File: src/rtl/instr_prefetch_queue_if.sv
// rtl/instr_prefetch_queue_if.sv - req/ack instruction memory bus between prefetch queue and memory
interface instr_prefetch_queue_if;
  logic        mem_req;
  logic [31:0] mem_addr;
  logic        mem_ack;
  logic [31:0] mem_rdata;

  modport master (output mem_req, output mem_addr, input mem_ack, input mem_rdata);
  modport slave  (input mem_req, input mem_addr, output mem_ack, output mem_rdata);
endinterface

File: src/rtl/instr_prefetch_queue.sv
// rtl/instr_prefetch_queue.sv - sequential instruction prefetch FIFO with PC tags and redirect flush
// Optional PQ_ALIGN_CHECK_EN: flags misaligned redirect targets on o_addr_err and halts fetch.
module instr_prefetch_queue #(
  parameter int unsigned DEPTH    = 4,
  parameter logic [31:0] RESET_PC = 32'h0000_0000
) (
  input  logic                          i_clk,
  input  logic                          i_rst,
  input  logic                          i_redirect,
  input  logic [31:0]                   i_redirect_pc,
  input  logic                          i_ready,
  output logic                          o_valid,
  output logic [31:0]                   o_instr,
  output logic [31:0]                   o_pc,
`ifdef PQ_ALIGN_CHECK_EN
  output logic                          o_addr_err,
`endif
  instr_prefetch_queue_if.master        mem_bus
);

  localparam int PW = $clog2(DEPTH);
  localparam int CW = PW + 1;

  typedef enum logic [1:0] {ST_IDLE, ST_WAIT, ST_DISCARD} state_t;

  state_t        r_state;
  logic [CW-1:0] r_count;
  logic [PW-1:0] r_rd_ptr;
  logic [PW-1:0] r_wr_ptr;
  logic [31:0]   r_fetch_pc;
  logic          r_mem_req;
  logic [31:0]   r_mem_addr;
  logic [31:0]   r_instr_q [DEPTH];
  logic [31:0]   r_pc_q    [DEPTH];

  logic          w_ack;
  logic          w_push;
  logic          w_pop;
  logic          w_fetch_en;
  logic          w_can_issue;
  logic [CW-1:0] w_count_next;
  logic [31:0]   w_redirect_pc;
  logic [31:0]   w_fetch_pc_inc;

`ifdef PQ_ALIGN_CHECK_EN
  logic          r_addr_err;
  assign o_addr_err = r_addr_err;
  assign w_fetch_en = ~r_addr_err;
`else
  assign w_fetch_en = 1'b1;
`endif

  assign w_ack          = r_mem_req & mem_bus.mem_ack;
  assign w_push         = (r_state == ST_WAIT) & w_ack;
  assign w_pop          = o_valid & i_ready;
  assign w_count_next   = r_count + CW'(w_push) - CW'(w_pop);
  assign w_can_issue    = (w_count_next < CW'(DEPTH)) & w_fetch_en;
  assign w_redirect_pc  = i_redirect_pc & ~32'h3;
  assign w_fetch_pc_inc = r_fetch_pc + 32'd4;

  assign o_valid          = (r_count != '0);
  assign o_instr          = r_instr_q[r_rd_ptr];
  assign o_pc             = r_pc_q[r_rd_ptr];
  assign mem_bus.mem_req  = r_mem_req;
  assign mem_bus.mem_addr = r_mem_addr;

  always_ff @(posedge i_clk) begin
    if (i_rst) begin
      r_state    <= ST_IDLE;
      r_count    <= '0;
      r_rd_ptr   <= '0;
      r_wr_ptr   <= '0;
      r_fetch_pc <= RESET_PC;
      r_mem_req  <= 1'b0;
      r_mem_addr <= RESET_PC;
`ifdef PQ_ALIGN_CHECK_EN
      r_addr_err <= 1'b0;
`endif
    end else if (i_redirect) begin
      r_count    <= '0;
      r_rd_ptr   <= '0;
      r_wr_ptr   <= '0;
      r_fetch_pc <= w_redirect_pc;
`ifdef PQ_ALIGN_CHECK_EN
      r_addr_err <= |i_redirect_pc[1:0];
`endif
      // An in-flight request cannot be retracted, so its data is drained in DISCARD.
      if (r_state == ST_IDLE || w_ack) begin
        r_state   <= ST_IDLE;
        r_mem_req <= 1'b0;
      end else begin
        r_state <= ST_DISCARD;
      end
    end else begin
      if (w_push) begin
        r_instr_q[r_wr_ptr] <= mem_bus.mem_rdata;
        r_pc_q[r_wr_ptr]    <= r_fetch_pc;
        r_wr_ptr            <= r_wr_ptr + PW'(1);
      end
      if (w_pop) begin
        r_rd_ptr <= r_rd_ptr + PW'(1);
      end
      r_count <= w_count_next;

      case (r_state)
        ST_IDLE: begin
          if (w_can_issue) begin
            r_mem_req  <= 1'b1;
            r_mem_addr <= r_fetch_pc;
            r_state    <= ST_WAIT;
          end
        end
        ST_WAIT: begin
          if (w_ack) begin
            r_fetch_pc <= w_fetch_pc_inc;
            if (w_can_issue) begin
              r_mem_addr <= w_fetch_pc_inc;
            end else begin
              r_mem_req <= 1'b0;
              r_state   <= ST_IDLE;
            end
          end
        end
        ST_DISCARD: begin
          if (w_ack) begin
            if (w_can_issue) begin
              r_mem_addr <= r_fetch_pc;
              r_state    <= ST_WAIT;
            end else begin
              r_mem_req <= 1'b0;
              r_state   <= ST_IDLE;
            end
          end
        end
        default: begin
          r_mem_req <= 1'b0;
          r_state   <= ST_IDLE;
        end
      endcase
    end
  end

endmodule
File: src/flat_wrapper.sv
// flat-port wrapper written by rule: the top's interface ports become plain ports
module instr_prefetch_queue_flat 
#(
  parameter int unsigned DEPTH    = 4,
  parameter logic [31:0] RESET_PC = 32'h0000_0000
)
  (i_clk, i_rst, i_redirect, i_redirect_pc, i_ready, o_valid, o_instr, o_pc, mem_bus_mem_req, mem_bus_mem_addr, mem_bus_mem_ack, mem_bus_mem_rdata);
  instr_prefetch_queue_if mem_bus_i ();
  input  logic i_clk;
  input  logic i_rst;
  input  logic i_redirect;
  input  logic [31:0] i_redirect_pc;
  input  logic i_ready;
  output logic o_valid;
  output logic [31:0] o_instr;
  output logic [31:0] o_pc;
  output wire logic [$bits(mem_bus_i.mem_req)-1:0] mem_bus_mem_req;
  output wire logic [$bits(mem_bus_i.mem_addr)-1:0] mem_bus_mem_addr;
  input wire logic [$bits(mem_bus_i.mem_ack)-1:0] mem_bus_mem_ack;
  input wire logic [$bits(mem_bus_i.mem_rdata)-1:0] mem_bus_mem_rdata;
  assign mem_bus_mem_req = mem_bus_i.mem_req;
  assign mem_bus_mem_addr = mem_bus_i.mem_addr;
  assign mem_bus_i.mem_ack = mem_bus_mem_ack;
  assign mem_bus_i.mem_rdata = mem_bus_mem_rdata;
  instr_prefetch_queue #(.DEPTH(DEPTH), .RESET_PC(RESET_PC)) u_core (.i_clk(i_clk), .i_rst(i_rst), .i_redirect(i_redirect), .i_redirect_pc(i_redirect_pc), .i_ready(i_ready), .o_valid(o_valid), .o_instr(o_instr), .o_pc(o_pc), .mem_bus(mem_bus_i));
endmodule
File: config.mk
export PLATFORM = sky130hd
export DESIGN_NAME = instr_prefetch_queue_flat
export DESIGN_NICKNAME = d
export VERILOG_FILES = /design/src/rtl/instr_prefetch_queue_if.sv /design/src/rtl/instr_prefetch_queue.sv /design/src/flat_wrapper.sv
export SDC_FILE = /design/constraint.sdc
export NUM_CORES = 1
export LEC_CHECK = 0
export ABC_CLOCK_PERIOD_IN_PS = 9780
export CAP_MARGIN = 10
export CORE_MARGIN = 1.5
export CORE_UTILIZATION = 25
export DETAILED_ROUTE_END_ITERATION = 6
export SKIP_LAST_GASP = 1
export SLEW_MARGIN = 25
export SYNTH_ARGS = -nofsm -noshare
export SYNTH_HDL_FRONTEND = slang
export SYNTH_SLANG_ARGS = --single-unit
File: constraint.sdc
create_clock -name i_clk -period 9.78 [get_ports i_clk]
set_input_delay 1.467 -clock i_clk [delete_from_list [all_inputs] [get_ports i_clk]]
set_output_delay 1.467 -clock i_clk [all_outputs]
set_load 0.05 [all_outputs]
* After elaboration in Yosys (flattened, before gate mapping) *
Memories as Yosys holds them, arrays and structs flattened. A register that Yosys moved wholly into a read port is not among the register bits.
Cells that the tools add are included.

operators by class
  $add $sub $neg = 5
  magnitude comparators = 1
  equality and inequality tests = 12
  bitwise gates (word level) = 4
  multiplexer cells = 30
  reductions and logical operators = 13

operator list
  kind                   number
  $mux 32                7
  $pmux 32 s3            1
  $add 32x3->32 const B  1
  $mux 2                 10
  $mux 1                 10
  $ne 3x2->1 const B     3
  $ne 2x1->1 const B     4
  $reduce_and 4->1       2
  $ne 3x3->1 const B     2
  $pmux 2 s3             1
  $reduce_bool 3->1      2
  $reduce_and 5->1       1
  $add 2x1->2 const B    2
  $reduce_and 2->1       2
  $reduce_bool 2->1      2
  $reduce_or 2->1        2
  $add 3x1->3            1
  $and 1x1->1            3
  $lt 3x3->1 const B     1
  $ne 3x1->1 const B     1
  $sub 3x1->3            1
  $eq 2x1->1 const B     1
  $eq 2x2->1 const B     1
  $logic_not 2->1        1
  3 further kinds        3

word-level totals
  logic and storage cells = 75
  input port bits = 69
  register bits = 74
  output and inout bits = 98
  memories kept = 2
  memory bits (writable) = 256

memories
  memory            words  bits a word  rd ports  clocked after memory_dff  wr ports  RTL line                    text
  u_core.r_instr_q  4      32           1         1                         1         instr_prefetch_queue.sv:33  logic [31:0] r_instr_q [DEPTH];
  u_core.r_pc_q     4      32           1         1                         1         instr_prefetch_queue.sv:34  logic [31:0] r_pc_q [DEPTH];

* Logic depth before layout (Yosys ltp) *
  depth in word-level cells = 9
  gate-level depth with buffers = 14
  depth with buffers taken out = 11

* Worst setup path after synthesis *
No wires, ideal clock.

  path kind = in2reg
  start point = in mem_bus_mem_ack
  end point = mem u_core.r_instr_q[0][0] (enable)
  library setup time = 427 ps
  stages on the path = 5
  path buffers = 2
  slack = 5,743 ps
  arrival = 3,610 ps
  data required time = 9,353 ps
  cells stage by stage = nand3_1 inv_1 buf_2 buf_2 and3_1

on the way
  cells in the longest elaborated chain, start to end = 6

ends and longest elaborated chain
  item                          RTL line                    text
  start, declared               flat_wrapper.sv:19          input wire logic [$bits(mem_bus_i.mem_ack)-1:0] mem_bus_mem_ack;
  $and 1x1->1                   instr_prefetch_queue.sv:53  assign w_ack = r_mem_req & mem_bus.mem_ack;
  $and 1x1->1                   instr_prefetch_queue.sv:54  assign w_push = (r_state == ST_WAIT) & w_ack;
  $mux 1                        instr_prefetch_queue.sv:95  if (w_push) begin
  $mux 1                        instr_prefetch_queue.sv:79  end else if (i_redirect) begin
  $mux 1                        instr_prefetch_queue.sv:68  if (i_rst) begin
  $mux 1 (implied by the code)  instr_prefetch_queue.sv:96  r_instr_q[r_wr_ptr] <= mem_bus.mem_rdata;
  end, declared                 instr_prefetch_queue.sv:33

No other way between the ends.

==> impl_metrics.json <==
{
  "maxSlewHeadroom_pct": 31.7,
  "final_common_cell": "edfxtp_1",
  "drive_gt1_share_pct": 17.1,
  "ir_drop_mv": 0.0910,
  "synth.ff_latch_count": 320,
  "routabilityCongestion": 0.731,
  "worst_clock_skew_ns": 0.0212,
  "worst_setup_path_start_kind": "flop",
  "grt_first_pass_wirelength_um": 45700,
  "area_growth_syn_to_layout_pct": 27.0,
  "p_leak_uw": 0.00517,
  "drt_iter0_markers": 457,
  "htreeDepth": 2,
  "final_area_mm2": 0.0165,
  "clock.fmax_ghz": 0.206,
  "final_antenna_net_count": 0,
  "hold_buffers": 0,
  "yosysWarnings": 0,
  "status": "completed",
  "cts_made_buffers": 35,
  "worst_ep_required_time_ns": 8.31,
  "maxSlewViolCount": 0,
  "io_buffer_count": 160,
  "period_share_pct": 49.6,
  "dpl.cell_count": 1581,
  "syn_inst": 785,
  "instances_no_fill": 1645,
  "ys_seq_area_share_pct": 68.6,
  "num_rows": 83,
  "grt_usage_pct": 11.5,
  "critPathSlowestCell": "clkdlybuf4s50_1",
  "clk_latency_ns": 0.53,
  "cts_tree": "built",
  "postCtsResizedCells": 0,
  "fp.dieArea_mm2": 0.0532,
  "vias_per_cell": 4.30,
  "grt_overflow": 0,
  "utilization_pct": 32.1,
  "critical_path.cell_chain": "buf_4 > mux4_2 > clkdlybuf4s50_1",
  "finalHoldViolations": 0,
  "wl_per_cell_um": 18.4,
  "avgSynthCellArea_um2": 16.5,
  "antenna_found_initial": 0,
  "root_buffer": "clkbuf_16",
  "nNetsFinal": 1020,
  "syn_area_mm2": 0.0130,
  "die_height_um": 231,
  "dpl.hpwl_um": 19100,
  "fin_tns_setup_ns": 0,
  "postCtsSetupBuffers": 0,
  "clk_pin_slew_ns": 0.06,
  "placed_area_mm2": 0.0153,
  "critPathKind": "flop to output port",
  "dr_total_vias": 7081,
  "antenna_cells": 0,
  "cp_slowest_stage_delay_ns": 0.81,
  "drc": 0,
  "firstDrtPassIters": 4,
  "end_kind": "output port",
  "start_util_pct": 25.3,
  "hp-class": "flop to flop",
  "coreArea_mm2": 0.0513,
  "io_pins": 167,
  "power_density_mw_per_mm2": 186,
  "rsz0062_at_grt": "no",
  "grt_pass1_vias": 7417,
  "cap_viol_max_count": 0,
  "grt_max_degree": 65,
  "clock_path_buffers": 3,
  "worst_pin_slew_ns": 1.02,
  "die_w_um": 231,
  "period_needed_ns": 4.85,
  "crit_fanout": 40,
  "setup_violations": 0,
  "cp.arrival_ns": 3.39,
  "yosysUniqueCellTypes": 45,
  "totalWireLength_um": 30200,
  "cts_sinks": 320,
  "final_cell_mix": "edfxtp_1 (248), clkdlybuf4s50_1 (159), dfxtp_1 (70)"
}
==> power breakdown <==
part | total [µW] | leakage (µW) | internal, µW | switching [µW]
Combinational | 220 | 0.00177 | 85.7 | 134
Sequential | 1520 | 0.00284 | 1490 | 35.1
Clock | 1330 | 0.000556 | 794 | 532
Total | 3070 | 0.00517 | 2370 | 702
==> cell usage after synthesis <==
cell type	n	share of area (%)
a211oi_1	21	1.2
dfxtp_1	72	11
a211oi_2	29	2.8
or2_2	1	0.048
inv_1	13	0.38
o21a_1	1	0.058
a22o_1	1	0.068
nand3_1	28	1.1
a221oi_1	1	0.068
and2_0	1	0.048
ha_1	11	1.1
nor4_1	2	0.097
nor4_4	1	0.16
mux2i_1	4	0.31
and4_1	5	0.34
xor2_1	44	3.0
clkbuf_2	2	0.077
buf_6	4	0.35
xnor2_1	17	1.1
buf_1	4	0.12
a21o_1	1	0.058
xnor3_1	1	0.17
or3_1	1	0.048
conb_1	1	0.029
nand2b_1	2	0.097
nor2_1	65	1.9
a21oi_1	11	0.42
and3_1	14	0.68
o21ai_0	2	0.077
nand2_1	23	0.67
fa_1	1	0.15
nand4_1	24	1.2
buf_2	18	0.70
o21bai_1	2	0.12
nor3_1	4	0.15
and2_1	8	0.39
mux4_2	62	11
nor3_2	1	0.077
nor2b_1	2	0.097
nor4_2	1	0.097
edfxtp_1	248	57
o22ai_1	2	0.097
nand3_2	1	0.077
clkbuf_1	21	0.61
buf_4	7	0.41
==> layer usage <==
metal	track usage [%]	up-vias	wire (µm)
met5	0	-	0
met3	3.37	39	1810
met2	18.0	167	13800
met1	15.4	3538	14000
met4	3.15	0	578
li1	-	3337	-
==> logic make-up (layout without fill, tap and decap cells) <==
family	count (synthesis)	after routing	share of synthesized area, %
buffers and inverters	69	246	2.63
DFF	320	320	68.6
other	1	4	0.0289
muxes	66	66	11.1
AOI/OAI and AO/OA	71	71	4.98
adders and majority gates	12	12	1.22
xor gates and xnor gates	62	62	4.30
and+or+nand+nor	184	184	7.19
==> area by class of cell <==
type,count,area (µm²)
well taps,680,851
multi-input cells,399,3780
repair buffers,170,1740
clock inverters,17,164
clock buffers,46,991
inverters,13,48.8
fillers,5048,34800
flip-flops and latches,320,8900
==> final timing paths <==
path	cells after the start	startpoint	slack, ns	to
max	3	flop	4.93	o_pc[11]
min	2	u_core.r_wr_ptr[1]	0.50	u_core.r_wr_ptr[1]
max reg2reg	11	u_core.r_state[1]	5.58	u_core.mem_bus.mem_addr[19]
min reg2reg	2	u_core.r_wr_ptr[1]	0.50	u_core.r_wr_ptr[1]
==> flip-flops by register name, indices dropped and copies added, names as in the netlist, named ones only <==
signal                   flops
u_core.r_rd_ptr              2
u_core.r_instr_q           128
u_core.mem_bus.mem_addr     30
u_core.r_state               2
u_core.r_wr_ptr              2
u_core.r_fetch_pc           30
u_core.mem_bus.mem_req       1
u_core.r_count               3
u_core.r_pc_q              120
==> worst max-delay path, delay by kind of cell, from the launching register on <==
kind	cells	cell delay (ns)
buf+inv	2	1.57
flops	1	0.66
mux	1	0.60
==> through the flow <==
step / worst slack (ns) / hold WS (ns) / total power, µW
after floorplan: 5.74 / 0.455 / 1690
after global placement: 4.83 / 0.490 / 1770
after detailed placement: 4.75 / 0.492 / 1770
after CTS: 4.75 / 0.501 / 3120
after global routing: 4.65 / 0.538 / 3190
final: 4.93 / 0.501 / 3070
Note: power is estimated with default switching activity, not from simulation.
